`src/rtl/ro_pkg.sv`:
```
// Shared types and constants for the ring-oscillator race counter.
package ro_pkg;

  typedef enum logic [1:0] {
    S_IDLE = 2'd0,
    S_ARM  = 2'd1,
    S_RUN  = 2'd2,
    S_FIN  = 2'd3
  } state_t;

  localparam int DEF_NUM_CH      = 2;
  localparam int DEF_CNT_W       = 8;
  localparam int DEF_SYNC_STAGES = 2;
  localparam int DEF_TMO_W       = 16;

  // Index width for n channels; never narrower than one bit.
  function automatic int idx_w(input int n);
    return (n <= 2) ? 1 : $clog2(n);
  endfunction

endpackage

```
`src/rtl/ro_race_counter_if.sv`:
```
// Control/result bundle between the response logic and the race counter.
interface ro_race_counter_if
  import ro_pkg::*;
#(
  parameter int NUM_CH = DEF_NUM_CH,
  parameter int CNT_W  = DEF_CNT_W,
  parameter int TMO_W  = DEF_TMO_W
) ();

  localparam int IDX_W = idx_w(NUM_CH);

  logic                    start;
  logic [CNT_W-1:0]        threshold;
  logic [TMO_W-1:0]        timeout;
  logic [NUM_CH-1:0]       ro_in;
  logic                    busy;
  logic                    done;
  logic                    result_valid;
  logic [IDX_W-1:0]        winner;
  logic                    tie;
  logic                    timed_out;
  logic [NUM_CH*CNT_W-1:0] counts;

  modport master (
    output start, threshold, timeout, ro_in,
    input  busy, done, result_valid, winner, tie, timed_out, counts
  );

  modport slave (
    input  start, threshold, timeout, ro_in,
    output busy, done, result_valid, winner, tie, timed_out, counts
  );

endinterface

```
`src/rtl/ro_edge_sync.sv`:
```
// Per-channel synchroniser and rising-edge detector for one RO output.
module ro_edge_sync #(
  parameter int SYNC_STAGES = 2
) (
  input  logic clk,
  input  logic rst_n,
  input  logic async_i,
  input  logic load_i,
  input  logic track_i,
  output logic rise_o
);

  logic [SYNC_STAGES-1:0] sync_q;
  logic                   hist_q;
  logic                   level;

  assign level  = sync_q[SYNC_STAGES-1];
  assign rise_o = level & ~hist_q;

  // Shift the asynchronous RO level through the synchroniser chain.
  always_ff @(posedge clk or negedge rst_n) begin
    if (!rst_n) begin
      sync_q <= '0;
    end else begin
      sync_q <= {sync_q[SYNC_STAGES-2:0], async_i};
    end
  end

  // History follows the synced level only while armed or running; the ARM
  // load makes a level that is already high look old, so it is not counted.
  always_ff @(posedge clk or negedge rst_n) begin
    if (!rst_n) begin
      hist_q <= 1'b0;
    end else if (load_i || track_i) begin
      hist_q <= level;
    end
  end

endmodule

```
`src/rtl/ro_race_counter.sv`:
```
// N-channel ring-oscillator race counter: counts synced RO edges until a
// channel reaches the threshold or the run times out, then reports results.
module ro_race_counter
  import ro_pkg::*;
#(
  parameter int NUM_CH      = DEF_NUM_CH,
  parameter int CNT_W       = DEF_CNT_W,
  parameter int SYNC_STAGES = DEF_SYNC_STAGES,
  parameter int TMO_W       = DEF_TMO_W
) (
  input logic               clk,
  input logic               rst_n,
  ro_race_counter_if.slave  bus
);

  localparam int IDX_W = idx_w(NUM_CH);

  state_t           state_q;
  logic [CNT_W-1:0] thr_q;
  logic [TMO_W-1:0] tmo_q;
  logic [TMO_W-1:0] run_cnt_q;
  logic [CNT_W-1:0] cnt_q [NUM_CH];
  logic             busy_q;
  logic             done_q;
  logic             rv_q;
  logic [IDX_W-1:0] winner_q;
  logic             tie_q;
  logic             to_q;
  logic             to_pend_q;

  logic [NUM_CH-1:0] rise;
  logic              end_thr;
  logic              end_tmo;
  logic [CNT_W-1:0]  max_v;
  logic [IDX_W-1:0]  win_d;
  logic              tie_d;

  genvar g;
  generate
    for (g = 0; g < NUM_CH; g++) begin : g_ch
      ro_edge_sync #(
        .SYNC_STAGES (SYNC_STAGES)
      ) u_sync (
        .clk     (clk),
        .rst_n   (rst_n),
        .async_i (bus.ro_in[g]),
        .load_i  (state_q == S_ARM),
        .track_i (state_q == S_RUN),
        .rise_o  (rise[g])
      );
      assign bus.counts[g*CNT_W +: CNT_W] = cnt_q[g];
    end
  endgenerate

  assign end_tmo = (tmo_q != '0) && (run_cnt_q == tmo_q);

  // Threshold detection plus max reduction; ascending scan with strict '>'
  // keeps the lowest index among equal maxima.
  always_comb begin
    end_thr = 1'b0;
    max_v   = cnt_q[0];
    win_d   = '0;
    tie_d   = 1'b0;
    for (int i = 0; i < NUM_CH; i++) begin
      if (cnt_q[i] >= thr_q) end_thr = 1'b1;
    end
    for (int i = 1; i < NUM_CH; i++) begin
      if (cnt_q[i] > max_v) begin
        max_v = cnt_q[i];
        win_d = IDX_W'(i);
        tie_d = 1'b0;
      end else if (cnt_q[i] == max_v) begin
        tie_d = 1'b1;
      end
    end
  end

  // Run-control FSM with the edge counters and registered result outputs.
  always_ff @(posedge clk or negedge rst_n) begin
    if (!rst_n) begin
      state_q   <= S_IDLE;
      thr_q     <= '0;
      tmo_q     <= '0;
      run_cnt_q <= '0;
      busy_q    <= 1'b0;
      done_q    <= 1'b0;
      rv_q      <= 1'b0;
      winner_q  <= '0;
      tie_q     <= 1'b0;
      to_q      <= 1'b0;
      to_pend_q <= 1'b0;
      for (int i = 0; i < NUM_CH; i++) cnt_q[i] <= '0;
    end else begin
      done_q <= 1'b0;
      case (state_q)
        S_IDLE: begin
          if (bus.start) begin
            thr_q   <= bus.threshold;
            tmo_q   <= bus.timeout;
            rv_q    <= 1'b0;
            busy_q  <= 1'b1;
            state_q <= S_ARM;
          end
        end
        S_ARM: begin
          run_cnt_q <= '0;
          for (int i = 0; i < NUM_CH; i++) cnt_q[i] <= '0;
          state_q <= S_RUN;
        end
        S_RUN: begin
          if (run_cnt_q != '1) run_cnt_q <= run_cnt_q + 1'b1;
          if (end_thr || end_tmo) begin
            to_pend_q <= end_tmo & ~end_thr;
            state_q   <= S_FIN;
          end else begin
            for (int i = 0; i < NUM_CH; i++) begin
              if (rise[i] && (cnt_q[i] < thr_q)) cnt_q[i] <= cnt_q[i] + 1'b1;
            end
          end
        end
        S_FIN: begin
          winner_q <= win_d;
          tie_q    <= tie_d;
          to_q     <= to_pend_q;
          done_q   <= 1'b1;
          rv_q     <= 1'b1;
          busy_q   <= 1'b0;
          state_q  <= S_IDLE;
        end
        default: state_q <= S_IDLE;
      endcase
    end
  end

  assign bus.busy         = busy_q;
  assign bus.done         = done_q;
  assign bus.result_valid = rv_q;
  assign bus.winner       = winner_q;
  assign bus.tie          = tie_q;
  assign bus.timed_out    = to_q;

endmodule

```
`src/flat_wrapper.sv`:
```
// flat-port wrapper written by rule: the top's interface ports become plain ports
module ro_race_counter_flat import ro_pkg::*;
#(
  parameter int NUM_CH      = DEF_NUM_CH,
  parameter int CNT_W       = DEF_CNT_W,
  parameter int SYNC_STAGES = DEF_SYNC_STAGES,
  parameter int TMO_W       = DEF_TMO_W
)
  (clk, rst_n, bus_start, bus_threshold, bus_timeout, bus_ro_in, bus_busy, bus_done, bus_result_valid, bus_winner, bus_tie, bus_timed_out, bus_counts);
  ro_race_counter_if #(.NUM_CH(NUM_CH), .CNT_W(CNT_W), .TMO_W(TMO_W)) bus_i ();
  input logic clk;
  input logic rst_n;
  input wire logic [$bits(bus_i.start)-1:0] bus_start;
  input wire logic [$bits(bus_i.threshold)-1:0] bus_threshold;
  input wire logic [$bits(bus_i.timeout)-1:0] bus_timeout;
  input wire logic [$bits(bus_i.ro_in)-1:0] bus_ro_in;
  output wire logic [$bits(bus_i.busy)-1:0] bus_busy;
  output wire logic [$bits(bus_i.done)-1:0] bus_done;
  output wire logic [$bits(bus_i.result_valid)-1:0] bus_result_valid;
  output wire logic [$bits(bus_i.winner)-1:0] bus_winner;
  output wire logic [$bits(bus_i.tie)-1:0] bus_tie;
  output wire logic [$bits(bus_i.timed_out)-1:0] bus_timed_out;
  output wire logic [$bits(bus_i.counts)-1:0] bus_counts;
  assign bus_i.start = bus_start;
  assign bus_i.threshold = bus_threshold;
  assign bus_i.timeout = bus_timeout;
  assign bus_i.ro_in = bus_ro_in;
  assign bus_busy = bus_i.busy;
  assign bus_done = bus_i.done;
  assign bus_result_valid = bus_i.result_valid;
  assign bus_winner = bus_i.winner;
  assign bus_tie = bus_i.tie;
  assign bus_timed_out = bus_i.timed_out;
  assign bus_counts = bus_i.counts;
  ro_race_counter #(.NUM_CH(NUM_CH), .CNT_W(CNT_W), .SYNC_STAGES(SYNC_STAGES), .TMO_W(TMO_W)) u_core (.clk(clk), .rst_n(rst_n), .bus(bus_i));
endmodule
```
`config.mk`:
```
export PLATFORM = sky130hd
export DESIGN_NAME = ro_race_counter_flat
export DESIGN_NICKNAME = d
export VERILOG_FILES = /design/src/rtl/ro_pkg.sv /design/src/rtl/ro_race_counter_if.sv /design/src/rtl/ro_edge_sync.sv /design/src/rtl/ro_race_counter.sv /design/src/flat_wrapper.sv
export SDC_FILE = /design/constraint.sdc
export NUM_CORES = 1
export LEC_CHECK = 0
export CORE_MARGIN = 4
export CORE_UTILIZATION = 42
export DETAILED_ROUTE_END_ITERATION = 12
export PLACE_DENSITY = 0.75
export SETUP_SLACK_MARGIN = 0.05
export SLEW_MARGIN = 40
export SYNTH_ARGS = -nofsm -noshare
export SYNTH_HDL_FRONTEND = slang
export SYNTH_SLANG_ARGS = --single-unit
```
`constraint.sdc`:
```
create_clock -name clk -period 2.9 [get_ports clk]
set_input_delay 0.435 -clock clk [delete_from_list [all_inputs] [get_ports clk]]
set_output_delay 0.435 -clock clk [all_outputs]
set_load 0.01 [all_outputs]
```
==> reports/metrics.yaml, run 1 <==
run_status:
  status: "completed"
grt:
  grt_max_degree: 72
  use_met3_pct: 3.07
  grt_util_met1_pct: 22.9
  met2_usage_pct: 30.2
  gr-max-usage-layer: "met2"
  antenna_found_initial: 0
  track_usage_pct: 17.8
  grt_pass1_wl_mm: 16.1
  grt_pass1_vias: 3298
  gr-total-overflow: 0
pwr:
  p_total_w: 0.00433
  leakage_nw: 2.20
  power_density_mw_per_mm2: 860
  peakVddDrop_v: 0.000366
logic_synthesis:
  ys.flop_type: "dfrtp_1"
  ys_ff_latch: 71
  async_flop_share_pct: 100
  yosys_warnings: 0
  synth_edf_count: 0
  synth_cells: 392
  syn_avg_cell_area_um2: 10.4
  synthTopCellsByCount: "dfrtp_1, ha_1, mux2_2"
  netlist_area_mm2: 0.00410
  yosysSeqAreaShare_pct: 43.4
  syn-num-nets: 452
  synth.most_common_cell: "dfrtp_1"
  synthTopCellsByArea: "dfrtp_1, ha_1, mux2_2"
  synth_top_area_share_pct: 43.4
  synth_cell_types: 57
  yosys.area.top_type: "dfrtp_1"
sta:
  min_period_over_period_pct: 90.1
  hold_violations: 0
  setup_viol: 0
  slew_headroom_pct: 47.0
  worst_pin_slew_ns: 0.790
  finClkSkew_ns: 0.0132
  fin_crit_ns: 2.61
  slew_violations: 0
  setup-tns-final_ns: 0
  rsz0062_at_grt: "no"
  fin_hold_ws_ns: 0.154
  fmaxAchievable_ghz: 0.383
clocking:
  cts_buffer_depth: 2
  numCtsBuffers: 9
  cts.reportedPaths.clkPinSlew_ns: 0.08
  clk_latency_ns: 0.35
  cts_hold_buf: 0
  cts_resized: 0
  clockRootBuffer: "clkbuf_8"
  post_cts_buffers: 0
  clock-sinks: 71
  tritoncts: "done"
  htreeDepth: 3
floorplanning:
  die_x_um: 107
  die_height_um: 107
  io_pins: 51
  die_area_mm2: 0.0114
  std_cell_rows: 35
  initial_core_util_pct: 43.7
  core_mm2: 0.00937
critical_path:
  cp_data_required_time_ns: 3.12
  r2r-start: "u_core.bus.counts[14]"
  rrSetupSlack_ns: 0.29
  r2r-end: "u_core.bus.counts[4]"
  crit_type: "flip-flop to flip-flop"
  cp-endpoint: "u_core.bus.counts[4]"
  critPathSlowestCell: "dfrtp_1"
  cp_max_fo: 10
  crit_path_start: "u_core.bus.counts[14]"
  critPathCaptureType: "flip-flop"
  worst_path_largest_cell_delay_ns: 0.45
  crit_chain: "ha_1 -> nand4_1 -> o221ai_2 -> or3_4 -> o31a_1 -> o41ai_2 -> o31ai_2"
  cp.arrival_ns: 2.83
  worstSetupStartpointType: "flip-flop"
  rr_worst_depth: 7
place:
  gp_congestion: 0.888
  dp_hpwl_mm: 7.34
  portBuffers: 50
layout:
  finalNetCount: 517
  fill_cells: 884
  final_layout_size_suffix_gt1_share_pct: 14.9
  area.growth.synth_to_final_pct: 22.9
  n_antenna_cell: 0
route:
  drt-total-wl_mm: 9.74
  drtAntennaViolNets: 0
  vias_per_cell: 5.60
  drtIter0Drc: 145
  route.detailed.drc: 0
  dr.pass1.iters: 4
  via_count: 3309
  wl_per_cell_um: 16.5
worst_hold_path:
  holdCritPathClass: "input port to asynchronous set/reset pin"
flow_run:
  cap_violations: 0
[routing by layer]
| metal | share of wire [%] | vias to the layer above |
|---|---|---|
| met5 | 0 | - |
| met2 | 51 | 84 |
| li1 | - | 1581 |
| met4 | 2.0 | 0 |
| met3 | 5.0 | 13 |
| met1 | 42 | 1631 |
[stage by stage]
| stage | std cells | setup slack [ns] | util, % | area, µm² |
|---|---|---|---|---|
| after floorplan | 392 | 0.403 | - | 4100 |
| after global placement | 575 | 0.352 | 51.3 | 4810 |
| after detailed placement | 575 | 0.304 | 51.3 | 4810 |
| after CTS | 591 | 0.284 | 53.7 | 5030 |
| after global routing | 591 | 0.166 | 53.7 | 5030 |
| final | 591 | 0.288 | 53.7 | 5030 |
[power breakdown]
group	switching, W	leakage [nW]	internal, W
Sequential	0.000266	0.907	0.00128
Clock	0.000396	0.111	0.000490
Combinational	0.00105	1.18	0.000855
[placed cells by master (no fill, tap or decap), types with 3 or more instances in the layout]
master            n
dfrtp_1          71
clkdlybuf4s50_1  49
ha_1             31
mux2_2           28
inv_1            24
nor2_1           20
nand3_1          19
xor2_1           19
nand2_1          17
a21oi_1          17
nand4_1          12
o21ai_0          11
o21ai_1          10
nor4_1           10
buf_4            10
clkbuf_8          9
and3_1            8
o211ai_1          7
and2_1            5
o31ai_1           5
nand3b_1          5
o31ai_2           4
nand2b_1          4
nor2b_1           4
nor3_1            4
clkinv_4          4
o31a_1            3
o22ai_1           3
o21a_1            3
xnor2_1           3
a31oi_1           3
or3_1             3
[area by class of cell]
cell class / instances / area, µm² / share of cell area, %
flip-flops and latches: 71 / 1780 / 35.3
repair buffers: 61 / 582 / 11.6
well taps: 129 / 161 / 3.21
inverters: 25 / 93.8 / 1.86
multi-input cells: 289 / 2200 / 43.6
clock inverters: 6 / 95.1 / 1.89
clock buffers: 10 / 128 / 2.54
[registers in the layout, indices dropped and copies added, names as in the netlist, 2 cells and up]
signal,cells
u_core.bus.counts,16
u_core.g_ch.u_sync.hist_q,2
u_core.g_ch.u_sync.sync_q,4
u_core.run_cnt_q,16
u_core.state_q,2
u_core.thr_q,8
u_core.tmo_q,16
[critical path, delay by kind of cell (launching register included)]
family / cells / cell delay [ns]
simple gates: 2 / 0.59
flops: 1 / 0.45
compound gates: 4 / 1.08
fa+ha+maj: 1 / 0.34
[cells by family after synthesis]
family / after synthesis / share of synthesized area [%]
AO/OA/AOI/OAI: 87 / 15.5
adder cells (fa/ha/maj): 31 / 9.47
buffers and inverters: 32 / 2.96
AND/OR/NAND/NOR: 120 / 16.0
multiplexers: 29 / 7.97
XOR/XNOR: 22 / 4.71
flip-flops: 71 / 43.4
[worst min path at each step]
stage	endpoint	depth (start not counted)	startpoint	slack (ns)
2_1_floorplan	u_core.bus.busy	0	rst_n	0.14
4_1_cts	u_core.bus.counts[14]	2	rst_n	0.20
3_3_place_gp	u_core.g_ch[1].u_sync.sync_q[1]	0	u_core.g_ch[1].u_sync.sync_q[0]	0.34
6_report	u_core.bus.counts[14]	2	rst_n	0.15
5_1_grt	u_core.bus.counts[14]	2	rst_n	0.24
3_5_place_dp	u_core.g_ch[0].u_sync.sync_q[1]	0	u_core.g_ch[0].u_sync.sync_q[0]	0.33
No activity file was read; power rests on OpenSTA's default activity.
==> run 2: changes to the inputs <==
==> constraint.sdc (replaced) <==
create_clock -name clk -period 2.9 [get_ports clk]
set_input_delay 0.435 -clock clk [delete_from_list [all_inputs] [get_ports clk]]
set_output_delay 0.435 -clock clk [all_outputs]
set_load 0.1 [all_outputs]
==> run 2 against run 1 <==
Sequential share of layout area rose by 1.0 points; non-clock buffer count shrank 2; setup slack lost 0.019 ns; combinational power is 18% higher; register-to-register slack worse by 0.02 ns; critical path depth is the same; clock skew decreased by 0.0036 ns; sequential cell count did not move; critical path type unchanged; critical endpoint unchanged; largest power group unchanged.
==> reports/metrics.yaml, run 2 (same netlist as run 1, synthesis figures left out) <==
clocking:
  clockRootBuffer: "clkbuf_8"
  numCtsBuffers: 9  # unchanged
  cts_resized: 0  # unchanged
  cts.reportedPaths.clkPinSlew_ns: 0.08  # about the same
  clock-sinks: 71  # unchanged
  htreeDepth: 3  # unchanged
  clk_latency_ns: 0.35  # about the same
  cts_buffer_depth: 2  # unchanged
  tritoncts: "done"
route:
  dr.pass1.iters: 5  # +1
  vias_per_cell: 5.63  # +0.64%
  drtIter0Drc: 139  # -4.1%
  drt-total-wl_mm: 9.57  # -1.7%
  wl_per_cell_um: 16.2  # -1.4%
  route.detailed.drc: 0  # unchanged
  drtAntennaViolNets: 0  # unchanged
  via_count: 3319  # +0.30%
layout:
  final_cell_area_mm2: 0.00495  # -1.7%
  n_antenna_cell: 0  # unchanged
  finalNetCount: 515  # -0.39%
  area.growth.synth_to_final_pct: 20.8
  final_layout_size_suffix_gt1_share_pct: 22.8  # +7.9 points
  mostFrequentLayoutCells: "dfrtp_1, ha_1, buf_4"
  final_common_cell: "dfrtp_1"
  fill_cells: 881  # -0.34%
floorplanning:
  initial_core_util_pct: 43.7  # unchanged
  die_height_um: 107  # unchanged
  io_pins: 51  # unchanged
  core_mm2: 0.00937  # unchanged
  std_cell_rows: 35  # unchanged
  die_area_mm2: 0.0114  # unchanged
  die_x_um: 107  # unchanged
pwr:
  leakage_nw: 2.19  # -0.42%
  power_density_mw_per_mm2: 912  # +6.1%
  peakVddDrop_v: 0.000468  # +28%
sta:
  slew_headroom_pct: 53.0  # +6.0 points
  worst_pin_slew_ns: 0.702  # -0.0884 ns
  fmaxAchievable_ghz: 0.380  # -0.71%
  rsz0062_at_grt: "no"
  setup_viol: 0  # unchanged
  slew_violations: 0  # unchanged
  setup-tns-final_ns: 0  # unchanged
  finClkSkew_ns: 0.00964  # -0.00357 ns
  fin_crit_ns: 2.63  # +0.0186 ns
  hold_violations: 0  # unchanged
  min_period_over_period_pct: 90.7  # +0.64 points
worst_hold_path:
  holdCritPathClass: "input port to asynchronous set/reset pin"
place:
  detailed_place.area_mm2: 0.00475  # -1.2%
  gp_congestion: 0.904  # +1.8%
  portBuffers: 50  # unchanged
  dp_hpwl_mm: 7.27  # -0.97%
critical_path:
  rr_worst_depth: 7  # unchanged
  cp_data_required_time_ns: 3.13  # about the same
  path_delay_family: "compound AO/OA/AOI/OAI gates"
  crit_path_start: "u_core.bus.counts[13]"
  crit_type: "flip-flop to flip-flop"
  rrSetupSlack_ns: 0.27  # -0.02 ns
  r2r-end: "u_core.bus.counts[4]"
  r2r-start: "u_core.bus.counts[13]"
  worst_path_largest_cell_delay_ns: 0.46  # about the same
  cp-endpoint: "u_core.bus.counts[4]"
  worstSetupStartpointType: "flip-flop"
  cp_max_fo: 10  # unchanged
  critPathSlowestCell: "dfrtp_2"
  worst-path-buf-inv: 0  # unchanged
  critPathCaptureType: "flip-flop"
  crit_chain: "ha_1 -> nand4_1 -> o221ai_2 -> or3_4 -> o31a_1 -> o41ai_2 -> o31ai_2"
  cp.depth: 7  # unchanged
  cp.arrival_ns: 2.86  # +0.03 ns
grt:
  gr-total-overflow: 0  # unchanged
  antenna_found_initial: 0  # unchanged
  grt_pass1_vias: 3373  # +2.3%
  grt_max_degree: 42  # -42%
  grt_pass1_wl_mm: 16.0  # -1.1%
  track_usage_pct: 17.6  # -0.18 points
flow_run:
  cap_violations: 0  # unchanged
run_status:
  status: "completed"
## run 2: changes by cell type in the layout (fill, tap and decap cells not counted), moves of 4 or more
cell / change
buf_4: +21
clkdlybuf4s50_1: -22
dfrtp_2: +16
clkinv_4: -4
clkinv_2: +4
dfrtp_1: -16
## run 2: worst min path at each step
stage,startpoint,end,depth (start not counted),slack [ns]
after CTS,rst_n,u_core.bus.counts[7],1,0.14
after global placement,u_core.g_ch[0].u_sync.sync_q[0],u_core.g_ch[0].u_sync.sync_q[1],0,0.34
final,rst_n,u_core.bus.counts[7],1,0.002
after detailed placement,u_core.g_ch[0].u_sync.sync_q[0],u_core.g_ch[0].u_sync.sync_q[1],0,0.35
after floorplan,rst_n,u_core.bus.busy,0,0.14
after global routing,rst_n,u_core.bus.counts[7],1,0.03
## run 2: metal layers
metal | global-route usage, % | share of wire (%) | vias to the layer above
met4 | 6.30 | 1.4 | 0
met1 | 21.0 | 43 | 1626
li1 | - | - | 1585
met2 | 30.5 | 50 | 95
met3 | 4.58 | 5.3 | 13
met5 | 0 | 0 | -
## run 2: final cells by class
class,count,area [µm²],share of cell area [%]
clock inverter,4,20.0,0.405
tap,129,161,3.26
multi-input combinational,289,2200,44.4
timing repair buffer,59,523,10.6
clock buffer,12,155,3.14
sequential,71,1800,36.3
inverter,25,93.8,1.90
## run 2: stage by stage
stage	worst slack [ns]	util (%)	hold slack (ns)	power, W	cells
after floorplan	0.136	-	0.139	0.00317	392
after global routing	0.154	52.8	0.0316	0.00482	589
final	0.269	52.8	0.00228	0.00451	589
after CTS	0.138	52.6	0.138	0.00453	587
after global placement	0.246	50.7	0.342	0.00373	571
after detailed placement	0.160	50.7	0.345	0.00380	571
## run 2: repair_timing
| item | 4_1_cts | 5_1_grt |
|---|---|---|
| setup endpoints to repair | 0 | 3 |
| hold buffers | 0 | 0 |
| setup buffers | 0 | 2 |
## run 2: where the power goes
part	switching, W	internal, W	total [W]
combinational	0.00141	0.000834	0.00225
clock	0.000371	0.000352	0.000723
sequential	0.000263	0.00128	0.00154
total	0.00205	0.00247	0.00451
